<file path="src/rtl/pwm_led_pkg.sv">
// Shared constants for the PWM LED array: parameter range limits and
// the global brightness / period-counter width.
package pwm_led_pkg;

  localparam int unsigned CH_MIN   = 1;
  localparam int unsigned CH_MAX   = 16;
  localparam int unsigned RES_MIN  = 2;
  localparam int unsigned RES_MAX  = 16;
  localparam int unsigned BRIGHT_W = 3;
  localparam int unsigned PCNT_W   = BRIGHT_W;

endpackage

</file>
<file path="src/rtl/pwm_led_array_if.sv">
// Control/status bundle of the PWM LED array. The master drives duties,
// strobe, brightness and anode polarity; the slave returns status and LED pins.
interface pwm_led_array_if #(
  parameter int unsigned CH  = 3,
  parameter int unsigned RES = 8
);
  import pwm_led_pkg::*;

  logic                  an_i;
  logic [CH*RES-1:0]     duty_i;
  logic                  update_i;
  logic [BRIGHT_W-1:0]   brightness_i;
  logic                  busy_o;
  logic                  sync_o;
  logic                  half_o;
  logic [CH-1:0]         led_o;

  modport master (
    output an_i, duty_i, update_i, brightness_i,
    input  busy_o, sync_o, half_o, led_o
  );

  modport slave (
    input  an_i, duty_i, update_i, brightness_i,
    output busy_o, sync_o, half_o, led_o
  );

endinterface

</file>
<file path="src/rtl/pwm_led_channel.sv">
// One PWM channel: active duty register, step toward the pending duty on
// wrap edges, and the registered duty compare.
// With PWM_LED_ARRAY_FADE_EN defined the step is limited to FADE_STEP per
// period; otherwise the step covers the full range (immediate jump).
module pwm_led_channel #(
  parameter int unsigned RES       = 8,
  parameter int unsigned FADE_STEP = 1
) (
  input  logic           clk,
  input  logic           rst,
  input  logic [RES-1:0] cnt_i,
  input  logic           gate_i,
  input  logic           step_i,
  input  logic [RES-1:0] pending_i,
  output logic           on_o,
  output logic           done_o
);

  localparam logic [RES-1:0] DUTY_MAX = {RES{1'b1}};
`ifdef PWM_LED_ARRAY_FADE_EN
  localparam logic [RES-1:0] STEP_LIM = RES'(FADE_STEP);
`else
  // Full-range limit: the whole distance is covered on one wrap edge.
  localparam logic [RES-1:0] STEP_LIM = RES'(FADE_STEP) | DUTY_MAX;
`endif

  logic [RES-1:0] active_q;
  logic [RES-1:0] dist_c;
  logic [RES-1:0] delta_c;
  logic [RES-1:0] active_next_c;
  logic           up_c;

  // Next active duty: move toward pending by at most STEP_LIM when stepping.
  always_comb begin
    up_c          = (pending_i > active_q);
    dist_c        = up_c ? (pending_i - active_q) : (active_q - pending_i);
    delta_c       = (dist_c > STEP_LIM) ? STEP_LIM : dist_c;
    active_next_c = active_q;
    if (step_i) begin
      active_next_c = up_c ? (active_q + delta_c) : (active_q - delta_c);
    end
  end

  assign done_o = (active_next_c == pending_i);

  // Active duty register and registered compare (one clock behind the counter).
  always_ff @(posedge clk or negedge rst) begin
    if (!rst) begin
      active_q <= '0;
      on_o     <= 1'b0;
    end else begin
      active_q <= active_next_c;
      on_o     <= gate_i & ((active_q == DUTY_MAX) | (cnt_i < active_q));
    end
  end

endmodule

</file>
<file path="src/rtl/pwm_led_array.sv">
// PWM LED array top: period counter, brightness period counter, pending
// duty capture and busy control; per-channel compare lives in pwm_led_channel.
// Optional fading is enabled by defining PWM_LED_ARRAY_FADE_EN.
module pwm_led_array
  import pwm_led_pkg::*;
#(
  parameter int unsigned CH        = 3,
  parameter int unsigned RES       = 8,
  parameter int unsigned FADE_STEP = 1
) (
  input  logic            clk,
  input  logic            rst,
  pwm_led_array_if.slave  bus
);

  logic [RES-1:0]    cnt_q;
  logic [RES-1:0]    cnt_next_c;
  logic              wrap_c;
  logic [PCNT_W-1:0] pcnt_q;
  logic              gate_c;
  logic              step_c;
  logic [CH*RES-1:0] pending_q;
  logic              busy_q;
  logic              sync_q;
  logic              half_q;
  logic [CH-1:0]     on_c;
  logic [CH-1:0]     done_c;

  assign cnt_next_c = cnt_q + RES'(1);
  assign wrap_c     = (cnt_q == {RES{1'b1}});
  assign gate_c     = (pcnt_q <= bus.brightness_i);
  assign step_c     = wrap_c & busy_q;

  // Period counter, brightness period counter and the sync/half flags.
  always_ff @(posedge clk or negedge rst) begin
    if (!rst) begin
      cnt_q  <= '0;
      pcnt_q <= '0;
      sync_q <= 1'b1;
      half_q <= 1'b0;
    end else begin
      cnt_q  <= cnt_next_c;
      sync_q <= wrap_c;
      half_q <= cnt_next_c[RES-1];
      if (wrap_c) begin
        pcnt_q <= pcnt_q + PCNT_W'(1);
      end
    end
  end

  // Pending capture; a new strobe always wins over clearing busy.
  always_ff @(posedge clk or negedge rst) begin
    if (!rst) begin
      pending_q <= '0;
      busy_q    <= 1'b0;
    end else if (bus.update_i) begin
      pending_q <= bus.duty_i;
      busy_q    <= 1'b1;
    end else if (step_c && (&done_c)) begin
      busy_q    <= 1'b0;
    end
  end

  // One compare/fade slice per channel.
  for (genvar k = 0; k < CH; k++) begin : g_ch
    pwm_led_channel #(
      .RES       (RES),
      .FADE_STEP (FADE_STEP)
    ) u_ch (
      .clk       (clk),
      .rst       (rst),
      .cnt_i     (cnt_q),
      .gate_i    (gate_c),
      .step_i    (step_c),
      .pending_i (pending_q[k*RES +: RES]),
      .on_o      (on_c[k]),
      .done_o    (done_c[k])
    );
  end

  assign bus.busy_o = busy_q;
  assign bus.sync_o = sync_q;
  assign bus.half_o = half_q;
  assign bus.led_o  = on_c ^ {CH{bus.an_i}};

endmodule

</file>
<file path="src/flat_wrapper.sv">
// flat-port wrapper written by rule: the top's interface ports become plain ports
module pwm_led_array_flat import pwm_led_pkg::*;
#(
  parameter int unsigned CH        = 3,
  parameter int unsigned RES       = 8,
  parameter int unsigned FADE_STEP = 1
)
  (clk, rst, bus_an_i, bus_duty_i, bus_update_i, bus_brightness_i, bus_busy_o, bus_sync_o, bus_half_o, bus_led_o);
  pwm_led_array_if #(.CH(CH), .RES(RES)) bus_i ();
  input  logic clk;
  input  logic rst;
  input wire logic [$bits(bus_i.an_i)-1:0] bus_an_i;
  input wire logic [$bits(bus_i.duty_i)-1:0] bus_duty_i;
  input wire logic [$bits(bus_i.update_i)-1:0] bus_update_i;
  input wire logic [$bits(bus_i.brightness_i)-1:0] bus_brightness_i;
  output wire logic [$bits(bus_i.busy_o)-1:0] bus_busy_o;
  output wire logic [$bits(bus_i.sync_o)-1:0] bus_sync_o;
  output wire logic [$bits(bus_i.half_o)-1:0] bus_half_o;
  output wire logic [$bits(bus_i.led_o)-1:0] bus_led_o;
  assign bus_i.an_i = bus_an_i;
  assign bus_i.duty_i = bus_duty_i;
  assign bus_i.update_i = bus_update_i;
  assign bus_i.brightness_i = bus_brightness_i;
  assign bus_busy_o = bus_i.busy_o;
  assign bus_sync_o = bus_i.sync_o;
  assign bus_half_o = bus_i.half_o;
  assign bus_led_o = bus_i.led_o;
  pwm_led_array #(.CH(CH), .RES(RES), .FADE_STEP(FADE_STEP)) u_core (.clk(clk), .rst(rst), .bus(bus_i));
endmodule
</file>
<file path="config.mk">
export PLATFORM = sky130hd
export DESIGN_NAME = pwm_led_array_flat
export DESIGN_NICKNAME = d
export VERILOG_FILES = /design/src/rtl/pwm_led_pkg.sv /design/src/rtl/pwm_led_array_if.sv /design/src/rtl/pwm_led_channel.sv /design/src/rtl/pwm_led_array.sv /design/src/flat_wrapper.sv
export SDC_FILE = /design/constraint.sdc
export NUM_CORES = 1
export LEC_CHECK = 0
export ABC_CLOCK_PERIOD_IN_PS = 5650
export CAP_MARGIN = 20
export CORE_ASPECT_RATIO = 1.75
export CORE_MARGIN = 2
export CORE_UTILIZATION = 40
export CTS_BUF_LIST = sky130_fd_sc_hd__clkbuf_8
export CTS_CLUSTER_DIAMETER = 100
export DETAILED_ROUTE_END_ITERATION = 7
export GPL_TIMING_DRIVEN = 0
export PLACE_DENSITY = 0.53
export SLEW_MARGIN = 40
export SYNTH_ARGS = -nofsm -noshare
export SYNTH_HDL_FRONTEND = slang
export SYNTH_SLANG_ARGS = --single-unit
</file>
<file path="constraint.sdc">
create_clock -name clk -period 5.65 [get_ports clk]
set_clock_uncertainty 0.05 [all_clocks]
set_input_delay 1.13 -clock clk [delete_from_list [all_inputs] [get_ports clk]]
set_output_delay 1.13 -clock clk [all_outputs]
set_load 0.005 [all_outputs]
</file>
Word level (Yosys, flattened, before mapping)
Cells that the tools add are included.
Operators by class
  equal/unequal tests: 7
  $lt $le $gt $ge: 10
  reduce and logical (&&, ||, !) cells: 3
  add/sub/neg operators: 14
  multiplexer cells: 14
  bitwise operators: 8
Operators with widths (count)
  $mux 8: 12
  $sub 8x8->8: 9
  $eq 8x8->1 const B: 4
  $add 8x8->8: 3
  $eq 8x8->1: 3
  $gt 8x8->1: 3
  $gt 8x8->1 const B: 3
  $lt 8x8->1: 3
  $add 8x1->8 const B: 1
  $and 1x1->1: 4
  $add 3x1->3 const B: 1
  $le 3x3->1: 1
  $or 1x1->1: 3
  $reduce_and 3->1: 1
  $xor 3x3->3: 1
  $mux 1: 2
  $reduce_bool 2->1: 1
  $logic_and 1x1->1: 1
Word-level totals
  output and inout bits: 6
  register bits after elaboration: 65
  logic and storage cells: 68
  bits of input ports: 31

Depth between registers and ports, before layout
Gate-level depths: netlist of run 1.
  depth after elaboration: 12
  depth in mapped cells: 26
  depth with buffers taken out: 24

Cells and area by module
From an unflattened synthesis of run 1, not the netlist that was laid out.
Second synthesis, totals
  cells, all modules: 780
  area total of the unflattened synthesis: 7094.3 um^2
By module, submodules not included
  pwm_led_channel at u_core.g_ch[0].u_ch ...: times used 2, cells each 226, area an instance 1850.5 um^2, sequential area each 225.2 um^2
  pwm_led_channel at u_core.g_ch[1].u_ch: times used 1, cells each 222, area an instance 1861.8 um^2, sequential area each 225.2 um^2
  pwm_led_array: times used 1, cells each 106, area an instance 1531.5 um^2, sequential area each 927.1 um^2

Worst setup path before layout of run 1
No wires, ideal clock.
  path kind: flip-flop to flip-flop
  from: register u_core.pending_q[13]
  to: register u_core.busy_q, in the netlist u_core.bus.busy_o
  setup slack: 433 ps
  library setup time: 135 ps
  arrival time: 5032 ps
  period minus slack after synthesis: 5217 ps
  required time: 5465 ps
  path buffers: 3
  cell stages (with the launch flop): 26
  cells stage by stage: dfrtp_1 inv_1 ha_1 buf_2 a21o_1 a211oi_1 a211o_1 buf_4 clkbuf_1 mux2i_1 ha_1 xor2_1 nor2_1 a21oi_1 xnor2_1 ha_1 nor2b_1 o31a_1 o21ai_1 nand2b_1 a211oi_1 o22ai_1 or4_1 a2111oi_2 o211a_1 a31oi_1
On the way
  cells in the longest elaborated chain, start to end: 11
  elaborated cells between the ends (all ways): 14
  those cells by class: add/sub (4); order compare (2); eq/ne (1); mux (4); reduce/logical (3)
RTL lines
  from (decl): line pwm_led_array.sv:22  | logic [CH*RES-1:0] pending_q;
  from (signal assigned): line pwm_led_array.sv:57  | pending_q <= bus.duty_i;
  $sub 8x8->8 / $gt 8x8->1 (equally long branches): line pwm_led_channel.sv:36, pwm_led_channel.sv:35
  $mux 8: line pwm_led_channel.sv:36  | dist_c = up_c ? (pending_i - active_q) : (active_q - pending_i);
  $gt 8x8->1: line pwm_led_channel.sv:37  | delta_c = (dist_c > STEP_LIM) ? STEP_LIM : dist_c;
  $mux 8: line pwm_led_channel.sv:37
  $sub 8x8->8 / $add 8x8->8 (equally long branches): line pwm_led_channel.sv:40  | active_next_c = up_c ? (active_q + delta_c) : (active_q - delta_c);
  $mux 8: line pwm_led_channel.sv:40
  $mux 8: line pwm_led_channel.sv:39  | if (step_i) begin
  $eq 8x8->1 (*): line pwm_led_channel.sv:44  | assign done_o = (active_next_c == pending_i);
  $reduce_and 3->1 (*): line pwm_led_array.sv:59  | end else if (step_c && (&done_c)) begin
  $logic_and 1x1->1 (*): line pwm_led_array.sv:59
  $reduce_bool 2->1 (no source line) (*)
  to (signal assigned): line pwm_led_array.sv:55  | busy_q <= 1'b0;
  to (signal assigned): line pwm_led_array.sv:58  | busy_q <= 1'b1;
  to (signal assigned): line pwm_led_array.sv:60  | busy_q <= 1'b0;
  to (decl): line pwm_led_array.sv:23  | logic busy_q;
Mark *: on every way between the ends. The rest lies on a longest branch, timed or not.
A chain may end at the register's enable or synchronous reset.

Worst setup path in the final report of run 1
  from: register u_core.pending_q[6]
  to: register u_core.busy_q, in the netlist u_core.bus.busy_o
On the way
  cells in the longest elaborated chain, start to end: 11
  elaborated cells between the ends (all ways): 14
  those cells by class: add/sub (4); order compare (2); eq/ne (1); mux (4); reduce/logical (3)
RTL lines
  $sub 8x8->8 / $gt 8x8->1 (equally long branches): line pwm_led_channel.sv:36, pwm_led_channel.sv:35
  $mux 8: line pwm_led_channel.sv:36
  $gt 8x8->1: line pwm_led_channel.sv:37
  $mux 8: line pwm_led_channel.sv:37
  $sub 8x8->8 / $add 8x8->8 (equally long branches): line pwm_led_channel.sv:40
  $mux 8 (*): line pwm_led_channel.sv:40
  $mux 8 (*): line pwm_led_channel.sv:39
  via u_core.g_ch[0].u_ch.active_next_c[5]: line pwm_led_channel.sv:30  | logic [RES-1:0] active_next_c;
  $eq 8x8->1 (*): line pwm_led_channel.sv:44
  $reduce_and 3->1 (*): line pwm_led_array.sv:59
  $logic_and 1x1->1 (*): line pwm_led_array.sv:59
  $reduce_bool 2->1 (no source line) (*)
The timed path passes the listed nets; every way through them passes the cells marked *.

==> flow_summary.ini, run 1 <==
[run_status]
outcome = finished clean

[timing]
setup_tns_ps = 0
clock.fmax_ghz = 0.1867
hold_viol = 0
slew_violations = 0
slew_headroom_pct = 52.24
period_share_pct = 94.78
worst_slew_pin_slew_ps = 716.4
finalCriticalPeriod_ps = 5355
setup_viol = 0
holdWs_ps = 447.9

[yosys]
synth_cell_types = 77
synth_async_sr_flop_share_pct = 100.0
synth_edf_count = 0
yosysSeqAreaShare_pct = 23.30
synth_nets = 932
yosys.area.top_type = dfrtp_1
postSynthCellCount = 800
syn_area_um2 = 6878
ys_ff_latch = 64
synth_area_leaders = dfrtp_1 (23%), ha_1 (17%), xnor2_1 (5.7%)
ys.warnings.count = 0
synth_top_flop_cell = dfrtp_1
yosysTopAreaCellShare_pct = 22.92
syn_area_per_cell_um2 = 8.597

[grt]
grt.total_usage_pct = 23.61
use_met2_pct = 44.53
antenna_found_initial = 0
grt_max_degree = 55
use_met3_pct = 2.048
grt-ovfl-total = 0
grt.busiest_layer = met2
use_met1_pct = 25.66
grt_pass1_vias = 6228
grt_pass1_wl_um = 32860

[final_layout]
seq_area_um2 = 1607
multiInputGateArea_um2 = 4957
drive_above_1_share_pct = 11.53
syn2layout_area_growth_pct = 15.01
fin_nets = 986
finish.utilization_pct = 46.89
n_fill_cell = 1745
antenna_cells = 0
final_area_um2 = 7910

[hold_path]
hold_class = reg -> reg
holdCritStartpoint = u_core.pcnt_q[2]

[die]
rows = 63
start_util_pct = 40.77
pin_count = 37
die_width_um = 103.1
core_area_um2 = 16870
die-area_um2 = 18300
die_height_um = 177.5

[critical_path]
max_stage_delay_ps = 510
arrival_ps = 5530
crit_slowest_cell = or4_1
cpLargestDelayFamily = compound AO/OA/AOI/OAI gates
path_cells = inv_1 > ha_1 > and4_1 > nand2_2 > a21oi_4 > buf_4 > clkbuf_1 > mux2_2 > inv_1 > ha_1 > nor2b_1 > o31a_1 > o31a_1 > a211o_1 > o21ai_2 > xnor2_1 > or4_1 > a2111oi_2 > o211a_1 > a31oi_1
cp_max_fo = 10
startpoint_type = register
path_buf_inv = 4
r2r-start = u_core.pending_q[6]
crit_required_ps = 5820
crit_start = u_core.pending_q[6]
cp-end-kind = register
crit_type = reg -> reg

[detailed_routing]
drc = 0
drt-initial-drc-count = 216
routed_wl_um = 20960
route.antenna.remaining_nets = 0
viasPerCell = 5.581
firstDrtPassIters = 4
wl_per_cell_um = 19.30
route.vias.total = 6061

[run]
drv_cap = 0

[power_and_ir_drop]
power_density_nw_per_um2 = 219.9
seqPwrFrac_pct = 28.2
leakage_nw = 3.392
comb_power_share_pct = 47.3
vdd_ir_drop_max_uv = 103.7
clkPwrFrac_pct = 24.5
switching_power_mw = 0.7013
p_sw_share_pct = 40.32
p_int_mw = 1.038

[placed_design]
dp_hpwl_um = 16960
dpl-instance-area_um2 = 7551
portBuffers = 36
routabilityCongestion = 0.8786

[clock_tree]
cts_buffers = 9
cts_buffer_depth = 2
root_buffer = clkbuf_8
h-tree-depth = 3
cts_tree = done
clk_latency_ps = 370
cts.reportedPaths.clkPinSlew_ps = 90
clock-sinks = 64
synth_stat cells, types with 8 or more instances:
| master | instances |
|---|---|
| o21a_1 | 14 |
| mux2i_1 | 15 |
| clkbuf_1 | 10 |
| xor2_1 | 31 |
| nand3_1 | 13 |
| nor3_1 | 9 |
| a21oi_1 | 45 |
| fa_1 | 9 |
| nor2_1 | 41 |
| a21o_1 | 30 |
| dfrtp_1 | 63 |
| o211ai_1 | 9 |
| mux2_2 | 10 |
| nor2b_1 | 12 |
| o31ai_1 | 8 |
| inv_1 | 73 |
| xnor2_1 | 45 |
| nand2_1 | 73 |
| nand4_1 | 15 |
| o21ai_0 | 45 |
| buf_2 | 12 |
| ha_1 | 92 |
final timing paths:
kind                                        endpoint  depth (start not counted)  slack, ps
worst min-delay path                u_core.pcnt_q[2]                          1        450
worst max-delay path               u_core.bus.busy_o                         20        290
worst min register to register      u_core.pcnt_q[2]                          1        450
worst max register to register     u_core.bus.busy_o                         20        290
max in group asynchronous          u_core.bus.sync_o                          2       4480
min in group asynchronous       u_core.pending_q[20]                          1        530
metal layers:
metal  vias up  part of all wire (%)
met1      2959                    39
met4         0                   4.8
met3        45                   1.9
met5         -                     0
met2       116                    55
li1       2941                     -
final cells by class:
type	count	area share [%]
sequential	64	20.31
multi-input combinational	635	62.67
timing repair buffer	44	5.584
clock buffer	9	1.566
tap	227	3.591
inverter	74	3.512
clock inverter	7	0.9965
buffer	26	1.772
placed cells by master, fill, tap and decap left out, types with 7 or more instances in the layout:
| master | n |
|---|---|
| ha_1 | 90 |
| nand2_1 | 73 |
| inv_1 | 72 |
| dfrtp_1 | 60 |
| xnor2_1 | 45 |
| o21ai_0 | 45 |
| a21oi_1 | 41 |
| nor2_1 | 41 |
| clkdlybuf4s50_1 | 35 |
| xor2_1 | 31 |
| a21o_1 | 30 |
| nand4_1 | 15 |
| mux2i_1 | 15 |
| o21a_1 | 14 |
| buf_2 | 12 |
| nor2b_1 | 12 |
| nand3_1 | 11 |
| buf_4 | 10 |
| mux2_2 | 10 |
| clkbuf_1 | 9 |
| nor3_1 | 9 |
| o211ai_1 | 9 |
| clkbuf_8 | 9 |
| nand2b_1 | 7 |
| fa_1 | 7 |
power by group through the flow:
stage               registers [mW]  clock network [mW]  logic [mW]
global route                 0.492               0.461       0.904
detailed placement           0.499                   0       0.784
floorplan                    0.494                   0       0.581
finish                       0.490               0.427       0.823
CTS                          0.490               0.439       0.788
global placement             0.498                   0       0.766
worst register-to-register path, delay by kind of cell (launching register included):
kind	cells	cell delay (ps)
AO/OA/AOI/OAI	8	1790
XOR/XNOR	1	120
adder cells (fa/ha/maj)	2	680
buffers and inverters	4	670
flip-flops	1	410
multiplexers	1	420
AND/OR/NAND/NOR	4	1100
cell families (layout without fill, tap and decap cells):
group / Yosys count / in the layout / synth area share [%]
DFF: 64 / 64 / 23.30
buffers and inverters: 101 / 160 / 5.949
AOI/OAI and AO/OA: 227 / 227 / 22.92
muxes: 26 / 26 / 4.038
and+or+nand+nor: 205 / 205 / 14.75
xor gates and xnor gates: 76 / 76 / 9.678
adders and majority gates: 101 / 101 / 19.36
state kept, by name, summed over array words and instances, names as in the netlist:
register,count
u_core.cnt_q,8
u_core.bus.busy_o,1
u_core.g_ch.u_ch.on_o,3
u_core.pending_q,24
u_core.g_ch.u_ch.active_q,24
u_core.bus.sync_o,1
u_core.pcnt_q,3
through the flow:
stage          power (mW)  worst slack, ps  instances
2_1_floorplan       1.075            433.2        800
3_3_place_gp        1.264           -124.2       1063
3_5_place_dp        1.283           -245.7       1064
6_report            1.739            294.9       1086
4_1_cts             1.717            23.71       1079
5_1_grt             1.857           -26.43       1086
timing repair:
action	in CTS	in global routing
pin swaps	0	3
endpoints found under the setup margin	1	2
gates resized for setup	1	26
hold buffers	0	0
buffers inserted	0	7
Note: power is estimated with default switching activity, not from simulation.
==> inputs of run 2 (changes only) <==
CORE_ASPECT_RATIO = 0.75   (was 1.75)
==> run 2 against run 1 <==
  * First-iteration DRC count up 120%
  * Final cell count shrank 0.92%
  * Power fell by 1.6%
  * Worst setup slack better by 17 ps
  * Largest power group unchanged
  * Critical path type unchanged
==> flow_summary.ini, run 2 (synthesized netlist as in run 1, its figures left out) <==
[run_status]
outcome = finished clean

[grt]
grt_max_degree = 36
grt_pass1_vias = 5945
antenna_found_initial = 1
grt.total_usage_pct = 21.98
grt-ovfl-total = 0
grt_pass1_wl_um = 31820

[hold_path]
hold_end = u_core.pcnt_q[2]
holdCritStartpoint = u_core.pcnt_q[2]
hold_path_depth = 1
hold_class = reg -> reg

[clock_tree]
cts_buffers = 9
root_buffer = clkbuf_8
cts_buffer_depth = 2
clock-sinks = 64
cts_tree = done
h-tree-depth = 3
cts.reportedPaths.clkPinSlew_ps = 80
clk_latency_ps = 350
hold_buffers = 0

[power_and_ir_drop]
vdd_ir_drop_max_uv = 99.15
leakage_nw = 3.410
power_density_nw_per_um2 = 216.5
power.total_mw = 1.711

[die]
core_area_um2 = 16830
die_height_um = 117.6
pin_count = 37
die-area_um2 = 18270
start_util_pct = 40.88
rows = 41
die_width_um = 155.4

[final_layout]
n_fill_cell = 1649
antenna_cells = 0
finish.utilization_pct = 46.97
syn2layout_area_growth_pct = 14.90
final_common_cell = ha_1
fin_nets = 988
fin_cells = 1076
reg_top3 = u_core.g_ch.u_ch.active_q x24, u_core.pending_q x24, u_core.cnt_q x8
drive_above_1_share_pct = 11.73
mostFrequentLayoutCells = ha_1 (90), nand2_1 (73), inv_1 (71), dfrtp_1 (61), o21ai_0 (45)

[timing]
slew_headroom_pct = 46.03
finalCriticalPeriod_ps = 5339
worst_slack_ps = 311.4
clock.fmax_ghz = 0.1873
slew_violations = 0
hold_viol = 0
period_share_pct = 94.49
setup_tns_ps = 0
worst_slew_pin_slew_ps = 809.6
setup_viol = 0

[critical_path]
startpoint_type = register
max_stage_delay_ps = 430
crit_type = reg -> reg
worst-r2r-cell-count = 24
crit_required_ps = 5820
arrival_ps = 5510
cp-end-kind = register
path_buf_inv = 3
cp_max_fo = 10
path_cells = inv_1 > ha_1 > clkbuf_4 > nand4_1 > or2_1 > o21a_1 > clkbuf_4 > mux2i_1 > ha_2 > xor2_1 > nor2_1 > a21oi_1 > xor2_1 > ha_1 > nand2_1 > a21oi_1 > o31ai_2 > a21boi_1 > o31ai_2 > xnor2_1 > or4_1 > a2111oi_2 > o211a_1 > a31oi_1
r2r-start = u_core.pending_q[18]
worstReg2RegEnd = u_core.bus.busy_o
cpLargestDelayFamily = compound AO/OA/AOI/OAI gates
rrSetupSlack_ps = 310
crit_slowest_cell = or4_1

[detailed_routing]
firstDrtPassIters = 7
routed_wl_um = 19580
route.vias.total = 6035
viasPerCell = 5.609
drc = 0
route.antenna.remaining_nets = 0
wl_per_cell_um = 18.19
drt-initial-drc-count = 467

[placed_design]
dp_hpwl_um = 15690
post-place-ws_ps = -277.7
place_inst = 1052
portBuffers = 36
routabilityCongestion = 0.8832

[run]
drv_cap = 0
==> run 2: cell types whose count changed in the layout (fill, tap and decap cells not counted), sizes merged <==
cell / change
clkinvlp: +1
inv: -2
buf: -1
clkinv: +1
clkbuf: +3
==> run 2: through the flow <==
| step | hold slack [ps] | area [µm²] |
|---|---|---|
| 6_report | 431.9 | 7903 |
| 3_3_place_gp | 418.5 | 7507 |
| 4_1_cts | 435.5 | 7720 |
| 2_1_floorplan | 398.7 | 6878 |
| 3_5_place_dp | 424.4 | 7528 |
| 5_1_grt | 468.0 | 7903 |
==> run 2: worst reg2reg max path: stages (launching register included) <==
cell and delay (ps):
dfrtp_1 390, inv_1 110, ha_1 350, clkbuf_4 220
nand4_1 210, or2_1 320, o21a_1 110, clkbuf_4 190
mux2i_1 240, ha_2 230, xor2_1 140, nor2_1 50
a21oi_1 140, xor2_1 170, ha_1 290, nand2_1 80
a21oi_1 60, o31ai_2 260, a21boi_1 150, o31ai_2 290
xnor2_1 110, or4_1 430, a2111oi_2 340, o211a_1 200
a31oi_1 80
==> run 2: per-layer routing <==
layer	vias up	global-route usage [%]	wire (µm)
met3	19	3.351	882
li1	2954	-	-
met1	2935	34.49	10470
met2	125	31.80	8036
met4	2	4.014	175
met5	-	0	13
==> run 2: layout make-up <==
type,instances,area (µm²),area share [%]
inverters,74,281.5,3.562
flip-flops and latches,64,1605,20.31
clock inverters,7,71.32,0.9025
clock buffers,9,123.9,1.567
plain buffers,25,146.4,1.852
well taps,215,269.0,3.404
repair buffers,47,456.7,5.779
multi-input cells,635,4949,62.62
==> run 2: how the worst max path moves through the flow <==
stage	endpoint	slack (ps)	from	depth (start not counted)
2_1_floorplan	u_core.bus.busy_o	430	u_core.pending_q[13]	25
3_3_place_gp	u_core.bus.busy_o	-200	u_core.g_ch[1].u_ch.active_q[1]	24
3_5_place_dp	u_core.bus.busy_o	-280	u_core.g_ch[1].u_ch.active_q[1]	24
4_1_cts	u_core.bus.busy_o	20	u_core.g_ch[2].u_ch.active_q[1]	23
5_1_grt	u_core.bus.busy_o	-20	u_core.pending_q[18]	24
6_report	u_core.bus.busy_o	310	u_core.pending_q[18]	24
==> run 2: timing repair <==
item                       4_1_cts  5_1_grt
setup buffers                    0       10
gates resized for setup          0       29
pin swaps                        0        6
setup endpoints to repair        1        1
==> run 2: where the power goes <==
| part | switching, mW | internal [mW] | total [mW] | leakage, nW |
|---|---|---|---|---|
| sequential | 0.0162 | 0.473 | 0.490 | 0.822 |
| clock | 0.202 | 0.204 | 0.406 | 0.0916 |
| combinational | 0.458 | 0.358 | 0.816 | 2.50 |
| total | 0.676 | 1.03 | 1.71 | 3.41 |
